**config.mk**
```make
export PLATFORM = sky130hd
export DESIGN_NAME = act_pwl_pipe
export DESIGN_NICKNAME = d
export VERILOG_FILES = /design/src/rtl/act_pwl_pipe.sv
export SDC_FILE = /design/constraint.sdc
export NUM_CORES = 1
export LEC_CHECK = 0
export BUFFER_PORTS_ARGS = -buffer_cell sky130_fd_sc_hd__buf_2
export CAP_MARGIN = 20
export CORE_ASPECT_RATIO = 0.9
export CORE_MARGIN = 2
export CORE_UTILIZATION = 65
export CTS_BUF_LIST = sky130_fd_sc_hd__clkbuf_16
export DETAILED_ROUTE_END_ITERATION = 16
export PLACE_DENSITY = 0.85
export SYNTH_ARGS = -nofsm -noshare
export SYNTH_HDL_FRONTEND = slang
export SYNTH_SLANG_ARGS = --single-unit
```
**constraint.sdc**
```tcl
create_clock -name clk -period 10 [get_ports clk]
set_clock_uncertainty 0.15 [all_clocks]
set_input_delay 0 -clock clk [delete_from_list [all_inputs] [get_ports clk]]
set_output_delay 0 -clock clk [all_outputs]
set_load 0.03 [all_outputs]
```
**src/rtl/act_pwl_pipe.sv**
```systemverilog
// Pipelined piecewise-linear tanh/sigmoid: sign/abs -> segment -> output, with sideband tag and sat flag.
// Latency 3 cycles, 1/cycle; all stages stall together when the output is held (i_ready = o_ready | ~o_valid).
module act_pwl_pipe #(
  parameter int WIDTH = 32,
  parameter int FRAC  = 24,
  parameter int TAG_W = 4
) (
  input  logic             clk,
  input  logic             rst_n,
  input  logic             i_valid,
  output logic             i_ready,
  input  logic [WIDTH-1:0] i_data,
  input  logic             i_mode,
  input  logic [TAG_W-1:0] i_tag,
  output logic             o_valid,
  input  logic             o_ready,
  output logic [WIDTH-1:0] o_data,
  output logic [TAG_W-1:0] o_tag,
  output logic             o_sat
);

  localparam logic [WIDTH-1:0] ONE   = WIDTH'(1) << FRAC;
  localparam logic [WIDTH-1:0] B0    = WIDTH'(1) << (FRAC - 2);
  localparam logic [WIDTH-1:0] B2    = WIDTH'(5) << (FRAC - 1);
  localparam logic [WIDTH-1:0] C0    = WIDTH'(3) << (FRAC - 5);
  localparam logic [WIDTH-1:0] C1    = WIDTH'(17) << (FRAC - 5);
  localparam logic [WIDTH-1:0] MAXP  = {1'b0, {(WIDTH-1){1'b1}}};
  localparam logic [WIDTH-1:0] MINN  = {1'b1, {(WIDTH-1){1'b0}}};

  typedef struct packed {
    logic             s;
    logic [WIDTH-1:0] a;
    logic             mode;
    logic [TAG_W-1:0] tag;
  } s1_t;

  typedef struct packed {
    logic             s;
    logic [WIDTH-1:0] m;
    logic             mode;
    logic             sat;
    logic [TAG_W-1:0] tag;
  } s2_t;

  logic             adv;
  logic             s1_vld, s2_vld;
  s1_t              s1_q, s1_nxt;
  s2_t              s2_q, s2_nxt;
  logic [WIDTH-1:0] u;
  logic [WIDTH-1:0] t;
  logic [WIDTH-1:0] y_nxt;

  assign adv     = o_ready | ~o_valid;
  assign i_ready = adv;

  // Sigmoid(x) is evaluated as (tanh(x/2) + 1) / 2, so the halving happens up front.
  always_comb begin
    u           = i_mode ? WIDTH'($signed(i_data) >>> 1) : i_data;
    s1_nxt.s    = u[WIDTH-1];
    s1_nxt.mode = i_mode;
    s1_nxt.tag  = i_tag;
    if (u == MINN)
      s1_nxt.a = MAXP;
    else if (u[WIDTH-1])
      s1_nxt.a = -u;
    else
      s1_nxt.a = u;
  end

  always_comb begin
    s2_nxt.s    = s1_q.s;
    s2_nxt.mode = s1_q.mode;
    s2_nxt.tag  = s1_q.tag;
    s2_nxt.sat  = 1'b0;
    if (s1_q.a < B0) begin
      s2_nxt.m = s1_q.a;
    end else if (s1_q.a < ONE) begin
      s2_nxt.m = (s1_q.a >> 1) + (s1_q.a >> 3) + C0;
    end else if (s1_q.a < B2) begin
      s2_nxt.m = (s1_q.a >> 3) + (s1_q.a >> 4) + C1;
    end else begin
      s2_nxt.m   = ONE;
      s2_nxt.sat = 1'b1;
    end
  end

  // t + ONE is never negative and never exceeds 2*ONE, so a logical shift is exact.
  always_comb begin
    t     = s2_q.s ? -s2_q.m : s2_q.m;
    y_nxt = s2_q.mode ? ((t + ONE) >> 1) : t;
  end

  always_ff @(posedge clk or negedge rst_n) begin
    if (!rst_n) begin
      s1_vld  <= 1'b0;
      s1_q    <= '0;
      s2_vld  <= 1'b0;
      s2_q    <= '0;
      o_valid <= 1'b0;
      o_data  <= '0;
      o_tag   <= '0;
      o_sat   <= 1'b0;
    end else if (adv) begin
      s1_vld  <= i_valid;
      s1_q    <= s1_nxt;
      s2_vld  <= s1_vld;
      s2_q    <= s2_nxt;
      o_valid <= s2_vld;
      o_data  <= y_nxt;
      o_tag   <= s2_q.tag;
      o_sat   <= s2_q.sat;
    end
  end

endmodule

```
==> flow_summary_export.csv, run 1 <==
group,metric,value,unit
logic_synthesis,synth_common_cells,"199 x nand2_1, 140 x a21oi_1, 122 x ha_1",
routing,dr.first_iter.drc_count,974,
floorplanning,pin_count,80,
power_and_ir_drop,combinationalPowerShare,64.6,%
worst_setup_path,cp.arrival,4.27,ns
logic_synthesis,synth_edf_count,0,
clocking,clkSinkCount,117,
global_routing,grt_pass1_vias,10000,
placement,port_buffers,79,
floorplanning,start_util,67.1,%
worst_setup_path,r2r_end,"s2_q[35]",
logic_synthesis,synth_seq_area_share,26.8,%
power_and_ir_drop,leakage,0.00582,µW
logic_synthesis,synthTopCellsByArea,"dfrtp_1 27%, ha_1 14%, nand2_1 6.8%",
run_status,status,"finished, final reports clean",
global_routing,grt_max_degree,73,
logic_synthesis,syn-num-nets,1520,
floorplanning,die_h,127,µm
floorplanning,core_area,0.0163,mm²
hold_path,hold_class,"input pin to async pin",
clocking,cts_resized,0,
timing,max_freq,243,MHz
routing,wl_per_cell,18.1,µm
routing,ant_nets,0,
logic_synthesis,syn_inst,1355,
power_and_ir_drop,seq_power_share,20.2,%
worst_setup_path,r2r_start,"s1_q[12]",
worst_setup_path,critPathCaptureType,"flop",
job,drv_cap,0,
worst_setup_path,crit_fanout,60,
global_routing,grt_overflow,0,
global_routing,grt_pass1_wl,49400,µm
global_routing,grt.total_usage,34.1,%
routing,dr_total_vias,10600,
power_and_ir_drop,switching_share,49.3,%
layout,final.fill_count,1206,
worst_setup_path,criticalPathCategory,"input pin to flop",
timing,period_share,41.2,%
floorplanning,dieArea,0.0179,mm²
logic_synthesis,synth_top_area_share,26.8,%
logic_synthesis,synth_warnings,0,
clocking,numCtsBuffers,17,
timing,finalSetupTns,0,ns
logic_synthesis,ys_types,81,
power_and_ir_drop,internal-power,2170,µW
clocking,cts_max_path_buffers,2,
clocking,cts_htree_levels,4,
power_and_ir_drop,p_sw,2120,µW
floorplanning,die_x,141,µm
worst_setup_path,regToRegSetupSlack,5.92,ns
logic_synthesis,synth.most_common_cell,"nand2_1",
logic_synthesis,synth_ff_type,"dfrtp_1",
routing,drt_pass1_iterations,5,
clocking,cts_tree,"done",
worst_setup_path,rr_worst_depth,11,
logic_synthesis,synth_top_area_cell,"dfrtp_1",
clocking,root_buffer,"clkbuf_16",
layout,diodes,0,
power_and_ir_drop,p_clk_share,15.2,%
logic_synthesis,async_flop_share,100,%
layout,layout-drive-gt1-share,10.5,%
layout,seqCellArea,0.00293,mm²
layout,syn_to_final_growth,14.7,%
placement,hpwlAfterDp,20900,µm
worst_setup_path,required,10.15,ns
layout,multi_input_area,0.00758,mm²
placement,place_congestion,0.984,
clocking,postCtsSetupRepairBufs,0,
layout,utilization,76.9,%
timing,hold_viol,0,
power_and_ir_drop,powerDensity,342,mW/mm²
timing,drv_slew,0,
floorplanning,rows,44,
routing,viasPerCell,6.37,
timing,relSlewSlack,31.0,%
timing,rsz0062_at_grt,"false",
timing,fin_crit,4.12,ns
logic_synthesis,netlist_area,0.0109,mm²
worst_setup_path,cp-start-kind,"input pin",
routing,wl,30200,µm
logic_synthesis,synth_seq_cells,117,
global_routing,antenna_found_initial,0,
timing,worst_slew_pin_slew,1.03,ns
timing,finalSetupViolCount,0,
routing,drc,0,
clocking,path_clk_slew,0.05,ns
layout,nets,1615,
logic_synthesis,syn_avg_cell_area,8.07,µm²
power_and_ir_drop,ir_worst_vdd,0.148,mV
clocking,clock_latency,0.43,ns
==> worst max-delay path by stage <==
| stage | depth (start not counted) | from | to |
|---|---|---|---|
| 2_1_floorplan | 14 | i_mode | s1_q[27] |
| 6_report | 15 | i_mode | s1_q[27] |
| 5_1_grt | 15 | i_mode | s1_q[27] |
| 4_1_cts | 15 | i_mode | s1_q[27] |
| 3_3_place_gp | 13 | s1_q[9] | s2_q[35] |
| 3_5_place_dp | 13 | s1_q[9] | s2_q[35] |
==> critical path: stages <==
cell	delay, ns
buf_2	0.08
buf_4	0.48
nand2b_1	0.22
a21boi_0	0.26
ha_1	0.25
o2111ai_1	0.29
nand4b_1	0.38
or2_2	0.37
or3_1	0.35
a21oi_1	0.16
nor2_1	0.06
o21ai_1	0.11
dlygate4sd3_1	0.56
a21oi_1	0.06
dlygate4sd3_1	0.60
==> power by group through the flow <==
stage | Clock (µW) | Sequential, µW | Combinational [µW]
3_3_place_gp | 0 | 852 | 2580
5_1_grt | 672 | 892 | 3040
2_1_floorplan | 0 | 972 | 1920
4_1_cts | 650 | 862 | 2710
3_5_place_dp | 0 | 866 | 2620
6_report | 651 | 867 | 2770
==> state kept, by name (all words and copies together) (netlist names) <==
register / flops
s1_vld: 1
o_sat: 1
o_tag: 4
s2_q: 39
o_valid: 1
o_data: 32
s2_vld: 1
s1_q: 38
==> cell type report <==
class	instances	share of cell area, %
Inverter	49	1.49
Multi-Input combinational cell	1126	60.4
Tap cell	207	2.07
Clock inverter	15	1.49
Sequential cell	117	23.4
Timing Repair Buffer	139	7.77
Clock buffer	17	3.39
==> cells in the final DEF, fill, tap and decap left out, types with 9 or more instances in the layout <==
cell,n
nand2_1,199
a21oi_1,140
ha_1,122
dfrtp_1,117
nor2_1,111
o21ai_0,88
buf_2,78
xor2_1,56
dlygate4sd3_1,50
inv_1,49
xnor2_1,46
a21o_1,32
nor3_1,22
nand3_1,21
o31ai_1,19
mux2i_1,17
clkbuf_16,17
nand2b_1,14
nor2b_1,13
o211ai_1,13
a211oi_1,12
a31oi_1,11
buf_4,11
o41ai_1,10
or3_1,10
and2_1,9
o22a_1,9
==> timing repair <==
action / in CTS / in global routing
hold buffers: 50 / 0
setup endpoints to repair: 0 / 0
hold endpoints to repair: 90 / 0
==> per-stage QoR <==
stage          worst slack (ns)  power, µW  instances  instance area (µm²)  hold slack (ns)
3_3_place_gp               6.34       3430       1588                11400          -0.0704
6_report                   5.88       4290       1670                12500           0.0310
5_1_grt                    5.61       4600       1670                12500           0.0778
4_1_cts                    6.01       4220       1670                12500           0.0207
3_5_place_dp               6.21       3490       1588                11400          -0.0632
2_1_floorplan              6.77       2890       1355                10900           -0.446
==> routing by layer <==
metal	up-vias	global-route usage, %	share of wire (%)
li1	5118	-	-
met1	4960	46.1	44
met2	488	56.0	46
met3	69	6.60	8.5
met4	0	10.2	2.2
met5	-	0	0
==> cell families after synthesis <==
logic type | count (synthesis) | share of synthesized area [%]
AND/OR/NAND/NOR | 448 | 19.3
AO/OA/AOI/OAI | 428 | 25.1
multiplexers | 24 | 2.28
buffers and inverters | 112 | 3.98
flip-flops | 117 | 26.8
adder cells (fa/ha/maj) | 124 | 14.3
XOR/XNOR | 102 | 8.17
(Power assumes the default switching activity.)
==> run 2: changes to the inputs <==
--- a/config.mk
+++ b/config.mk
@@ -9,10 +9,10 @@
 export CAP_MARGIN = 20
 export CORE_ASPECT_RATIO = 0.9
 export CORE_MARGIN = 2
-export CORE_UTILIZATION = 65
+export CORE_UTILIZATION = 56
 export CTS_BUF_LIST = sky130_fd_sc_hd__clkbuf_16
 export DETAILED_ROUTE_END_ITERATION = 16
-export PLACE_DENSITY = 0.85
+export PLACE_DENSITY = 0.78
 export SYNTH_ARGS = -nofsm -noshare
 export SYNTH_HDL_FRONTEND = slang
 export SYNTH_SLANG_ARGS = --single-unit
==> constraint.sdc (replaced) <==
create_clock -name clk -period 3.7 [get_ports clk]
set_clock_uncertainty 0.15 [all_clocks]
set_input_delay 0 -clock clk [delete_from_list [all_inputs] [get_ports clk]]
set_output_delay 0 -clock clk [all_outputs]
set_load 0.03 [all_outputs]
==> run 2 against run 1 <==
Effect of this change: the flow now finishes with violations (hold timing); cell count is 3.4% higher; sequential power grew to 2.7 times the previous value; worst hold slack got worse by 0.040 ns; sequential share of layout area shrank 0.33 points; global-route usage shrank 4.9 points; setup slack worse by 5.7 ns; wire length fell by 1.4%; critical path type unchanged; largest power group unchanged; highest routed layer unchanged.
==> flow_summary_export.csv, run 2 (synthesized netlist as in run 1, its figures left out) <==
group,metric,value,unit
layout,top_register,"s2_q",
worst_setup_path,r2r_start,"s1_q[21]",
layout,diodes,0,
global_routing,busiest_layer,"met2",
floorplanning,rows,48,
floorplanning,die_x,151,µm
global_routing,grt_pass1_vias,9558,
timing,finalSetupViolCount,0,
timing,fin_crit,3.51,ns
floorplanning,dieArea,0.0207,mm²
layout,stdcell_area,0.0127,mm²
placement,port_buffers,79,
layout,layout_commonest_cell,"nand2_1",
timing,worst_slew_pin_slew,1.13,ns
placement,placed_area,0.0116,mm²
layout,layout-drive-gt1-share,11.8,%
worst_setup_path,cp.arrival,3.67,ns
worst_setup_path,critPathSlowestCell,"dlygate4sd3_1",
layout,top_regs,"s2_q x39, s1_q x38, o_data x32",
layout,final_cell_mix,"199 x nand2_1, 140 x a21oi_1, 122 x ha_1, 117 x dfrtp_1, 111 x nor2_1",
timing,max_freq,285,MHz
routing,wl,29800,µm
worst_setup_path,path_buf_inv,5,
hold_path,hold_class,"input pin to async pin",
placement,hpwlAfterDp,21500,µm
routing,drc,0,
run_status,violations,"hold timing",
layout,utilization,66.4,%
clocking,clkSinkCount,117,
layout,largest_register_ffs,39,
worst_setup_path,criticalPathCategory,"input pin to flop",
timing,relSlewSlack,24.2,%
routing,dr.first_iter.drc_count,813,
clocking,numCtsBuffers,17,
placement,place_congestion,0.982,
global_routing,grt.total_usage,29.2,%
layout,stdcell_count,1727,
power_and_ir_drop,powerDensity,903,mW/mm²
worst_setup_path,critPathCaptureType,"flop",
routing,wl_per_cell,17.2,µm
worst_setup_path,crit_family,"buffers and inverters",
layout,syn_to_final_growth,16.3,%
timing,period_share,94.9,%
worst_setup_path,crit_fanout,27,
run_status,status,"finished, violations left",
timing,drv_slew,0,
floorplanning,die_h,137,µm
timing,whs,-0.00912,ns
power_and_ir_drop,leakage,0.00588,µW
clocking,cts_max_path_buffers,2,
power_and_ir_drop,ir_worst_vdd,0.341,mV
worst_setup_path,crit_start,"i_mode",
global_routing,grt_overflow,0,
clocking,cts_htree_levels,4,
global_routing,grtUsageMet1,40.7,%
worst_setup_path,required,3.86,ns
routing,ant_nets,0,
job,drv_cap,0,
global_routing,use_met3,5.27,%
global_routing,use_met2,46.4,%
layout,nets,1631,
routing,drt_pass1_iterations,6,
clocking,postCtsSetupRepairBufs,0,
global_routing,antenna_found_initial,0,
routing,viasPerCell,6.02,
placement,dp.cells,1649,
floorplanning,core_area,0.0192,mm²
worst_setup_path,cp-start-kind,"input pin",
global_routing,grt_pass1_wl,47900,µm
floorplanning,start_util,57.1,%
worst_setup_path,worstPathCellList,"buf_2, buf_4, buf_4, nor2b_1, or2_2, nor4_4, nand3_1, or2_2, nand3_1, dlygate4sd3_1, a21oi_1, dlygate4sd3_1",
clocking,cts_tree,"done",
routing,dr_total_vias,10400,
timing,rsz0062_at_grt,"true",
clocking,path_clk_slew,0.05,ns
clocking,clock_latency,0.43,ns
power_and_ir_drop,power,11500,µW
floorplanning,pin_count,80,
timing,hold_viol,4,
clocking,root_buffer,"clkbuf_16",
global_routing,grt_max_degree,71,
worst_setup_path,max_stage_delay,0.61,ns
[run 2: per-layer routing]
layer  wire [µm]  share of wire [%]
met1       13900                 47
met2       13100                 44
met3        2110                7.1
met4         639                2.1
met5           0                  0
[run 2: report_power, final]
group          switching, µW  internal [µW]  total (µW)
Sequential               547           1790        2340
Clock                    607            966        1570
Combinational           4500           3070        7570
Total                   5660           5830       11500
[run 2: layout make-up]
| cell class | instances | area, µm² |
|---|---|---|
| Multi-Input combinational cell | 1126 | 7630 |
| Fill cell | 1579 | 6440 |
| Clock inverter | 13 | 120 |
| Tap cell | 250 | 313 |
| Timing Repair Buffer | 155 | 1110 |
| Inverter | 49 | 186 |
| Sequential cell | 117 | 2930 |
| Clock buffer | 17 | 425 |
[run 2: what timing repair did]
item                                   in CTS  in global routing
endpoints found under the hold margin      85                  0
gates resized for setup                     0                 10
hold buffers                               48                  0
setup endpoints to repair                   0                  9
[run 2: worst paths after layout]
kind	end	slack (ns)	depth (start not counted)
max	s1_q[28]	0.19	12
min	o_data[3]	-0.009	2
max reg2reg	s2_q[34]	0.20	12
min reg2reg	o_tag[3]	0.31	2
max in group asynchronous	s1_q[35]	2.62	3
min in group clk	s1_q[8]	0.04	6
[run 2: metrics by stage]
step / setup slack (ns) / setup TNS [ns]
floorplan: 0.471 / 0
global placement: 0.134 / 0
detailed placement: 0.0537 / 0
CTS: 0.0367 / 0
global route: -0.00751 / -0.00751
finish: 0.190 / 0
==> run 3: changes to the inputs <==
--- a/config.mk
+++ b/config.mk
@@ -7,7 +7,7 @@
 export LEC_CHECK = 0
 export BUFFER_PORTS_ARGS = -buffer_cell sky130_fd_sc_hd__buf_2
 export CAP_MARGIN = 20
-export CORE_ASPECT_RATIO = 0.9
+export CORE_ASPECT_RATIO = 0.75
 export CORE_MARGIN = 2
 export CORE_UTILIZATION = 56
 export CTS_BUF_LIST = sky130_fd_sc_hd__clkbuf_16
==> run 3 against run 2 <==
Effect of this change: clock power up 12%; largest power group unchanged; cell count about the same; the run now ends clean; final area up 0.16%; largest cell class unchanged; register-to-register slack worse by 0.06 ns; first-iteration DRC count up 38%; global-route usage up 2.6 points; setup slack worse by 0.052 ns; die area about the same; non-clock buffer count down 4; critical endpoint is now s2_q[34].
==> flow_summary_export.csv, run 3 (synthesized netlist as in run 1, its figures left out) <==
group,metric,value,unit
routing,dr_total_vias,10800,
clocking,cts_htree_levels,4,
worst_setup_path,r2r_start,"s1_q[21]",
worst_setup_path,crit_start,"s1_q[21]",
global_routing,grt_pass1_wl,51800,µm
worst_setup_path,criticalPathCategory,"flop to flop",
job,drv_cap,0,
timing,finalSetupViolCount,0,
floorplanning,pin_count,80,
clocking,clock_latency,0.43,ns
global_routing,use_met2,46.5,%
global_routing,grt_overflow,0,
layout,layout_commonest_cell,"nand2_1",
worst_setup_path,crit_family,"compound AO/OA/AOI/OAI gates",
timing,hold_viol,0,
floorplanning,die_x,165,µm
layout,largest_register_ffs,39,
timing,whs,0.0119,ns
layout,final_cell_mix,"199 x nand2_1, 139 x a21oi_1, 122 x ha_1, 115 x dfrtp_1, 111 x nor2_1",
hold_path,hold_path.startpoint,"i_data[31]",
global_routing,grt_pass1_vias,9835,
power_and_ir_drop,power,11800,µW
timing,max_freq,281,MHz
worst_setup_path,cp.arrival,3.70,ns
placement,hpwlAfterDp,23300,µm
worst_setup_path,crit_fanout,6,
layout,layout-drive-gt1-share,12.5,%
clocking,numCtsBuffers,17,
layout,top_regs,"s2_q x39, s1_q x38, o_data x32",
timing,worst_slew_pin_slew,0.984,ns
power_and_ir_drop,leakage,0.00589,µW
global_routing,use_met3,5.74,%
layout,utilization,66.1,%
routing,dr.first_iter.drc_count,1125,
worst_setup_path,worstPathCellList,"ha_1, ha_1, a211o_1, a311o_1, a2111oi_1, a21oi_2, a31oi_2, o21bai_1, a21oi_1, mux2i_1, a31oi_1",
routing,wl,32300,µm
timing,drv_slew,0,
clocking,cts_tree,"done",
timing,period_share,96.3,%
worst_setup_path,critPathSlowestCell,"dfrtp_1",
routing,drt_pass1_iterations,6,
routing,drc,0,
worst_setup_path,cp-start-kind,"flop",
clocking,clkSinkCount,117,
routing,wl_per_cell,18.7,µm
floorplanning,rows,44,
worst_setup_path,crit_top_cell,"ha_1",
layout,final.fill_count,1605,
routing,viasPerCell,6.23,
global_routing,grtUsageMet1,48.3,%
worst_setup_path,path_buf_inv,0,
layout,syn_to_final_growth,16.5,%
power_and_ir_drop,powerDensity,929,mW/mm²
placement,place_congestion,0.932,
placement,port_buffers,79,
clocking,path_clk_slew,0.07,ns
clocking,root_buffer,"clkbuf_16",
layout,top_register,"s2_q",
hold_path,hold_class,"input pin to flop",
layout,diodes,0,
routing,ant_nets,0,
power_and_ir_drop,ir_worst_vdd,0.500,mV
floorplanning,die_h,125,µm
global_routing,grt_max_degree,85,
floorplanning,start_util,56.7,%
timing,fin_crit,3.56,ns
clocking,cts_max_path_buffers,2,
worst_setup_path,required,3.84,ns
global_routing,antenna_found_initial,0,
timing,relSlewSlack,34.4,%
global_routing,busiest_layer,"met1",
layout,nets,1627,
floorplanning,core_area,0.0193,mm²
worst_setup_path,critPathCaptureType,"flop",
worst_setup_path,max_stage_delay,0.49,ns
global_routing,grt.total_usage,31.8,%
run_status,status,"finished, final reports clean",
floorplanning,dieArea,0.0207,mm²
## run 3: what timing repair did
action                     CTS  global route
hold buffers                44             0
setup endpoints to repair    0             8
hold endpoints to repair    96             0
resized for setup            0            11
buffers inserted             0             0
## run 3: stage by stage
stage / TNS [ns] / setup WS [ns] / std cells / cell area, µm²
finish: 0 / 0.139 / 1728 / 12700
global route: -0.0301 / -0.0277 / 1728 / 12700
CTS: 0 / 0.00500 / 1728 / 12700
detailed placement: 0 / 0.0342 / 1652 / 11600
global placement: 0 / 0.136 / 1652 / 11600
floorplan: 0 / 0.471 / 1355 / 10900
## run 3: cell type report
class	count	area [µm²]	share of cell area, %
Clock buffer	17	425	3.34
Clock inverter	15	188	1.47
Inverter	49	186	1.46
Multi-Input combinational cell	1126	7610	59.8
Sequential cell	117	2930	23.0
Tap cell	253	317	2.49
Timing Repair Buffer	151	1070	8.43
## run 3: where the power goes
part           internal [µW]  switching, µW  leakage [µW]
sequential              1790            636       0.00140
clock                   1030            734      0.000301
combinational           3070           4570       0.00419
## run 3: worst paths after layout
path	to	slack [ns]	cells past startpoint
max	s2_q[34]	0.14	11
min	s1_q[37]	0.01	4
max reg2reg	s2_q[34]	0.14	11
min reg2reg	o_tag[2]	0.31	2
max in group asynchronous	s1_q[10]	2.55	3
min in group asynchronous	s2_q[20]	0.03	2
## run 3: worst reg2reg max path, cell delays in order (launching register included)
cell	delay, ns
dfrtp_1	0.49
ha_1	0.35
ha_1	0.37
a211o_1	0.27
a311o_1	0.29
a2111oi_1	0.44
a21oi_2	0.19
a31oi_2	0.25
o21bai_1	0.10
a21oi_1	0.18
mux2i_1	0.25
a31oi_1	0.10
## run 3: routing by layer
metal | part of all wire [%] | routed length (µm)
met1 | 47 | 15000
met2 | 42 | 13700
met3 | 9.3 | 3020
met4 | 1.8 | 582
met5 | 0 | 0
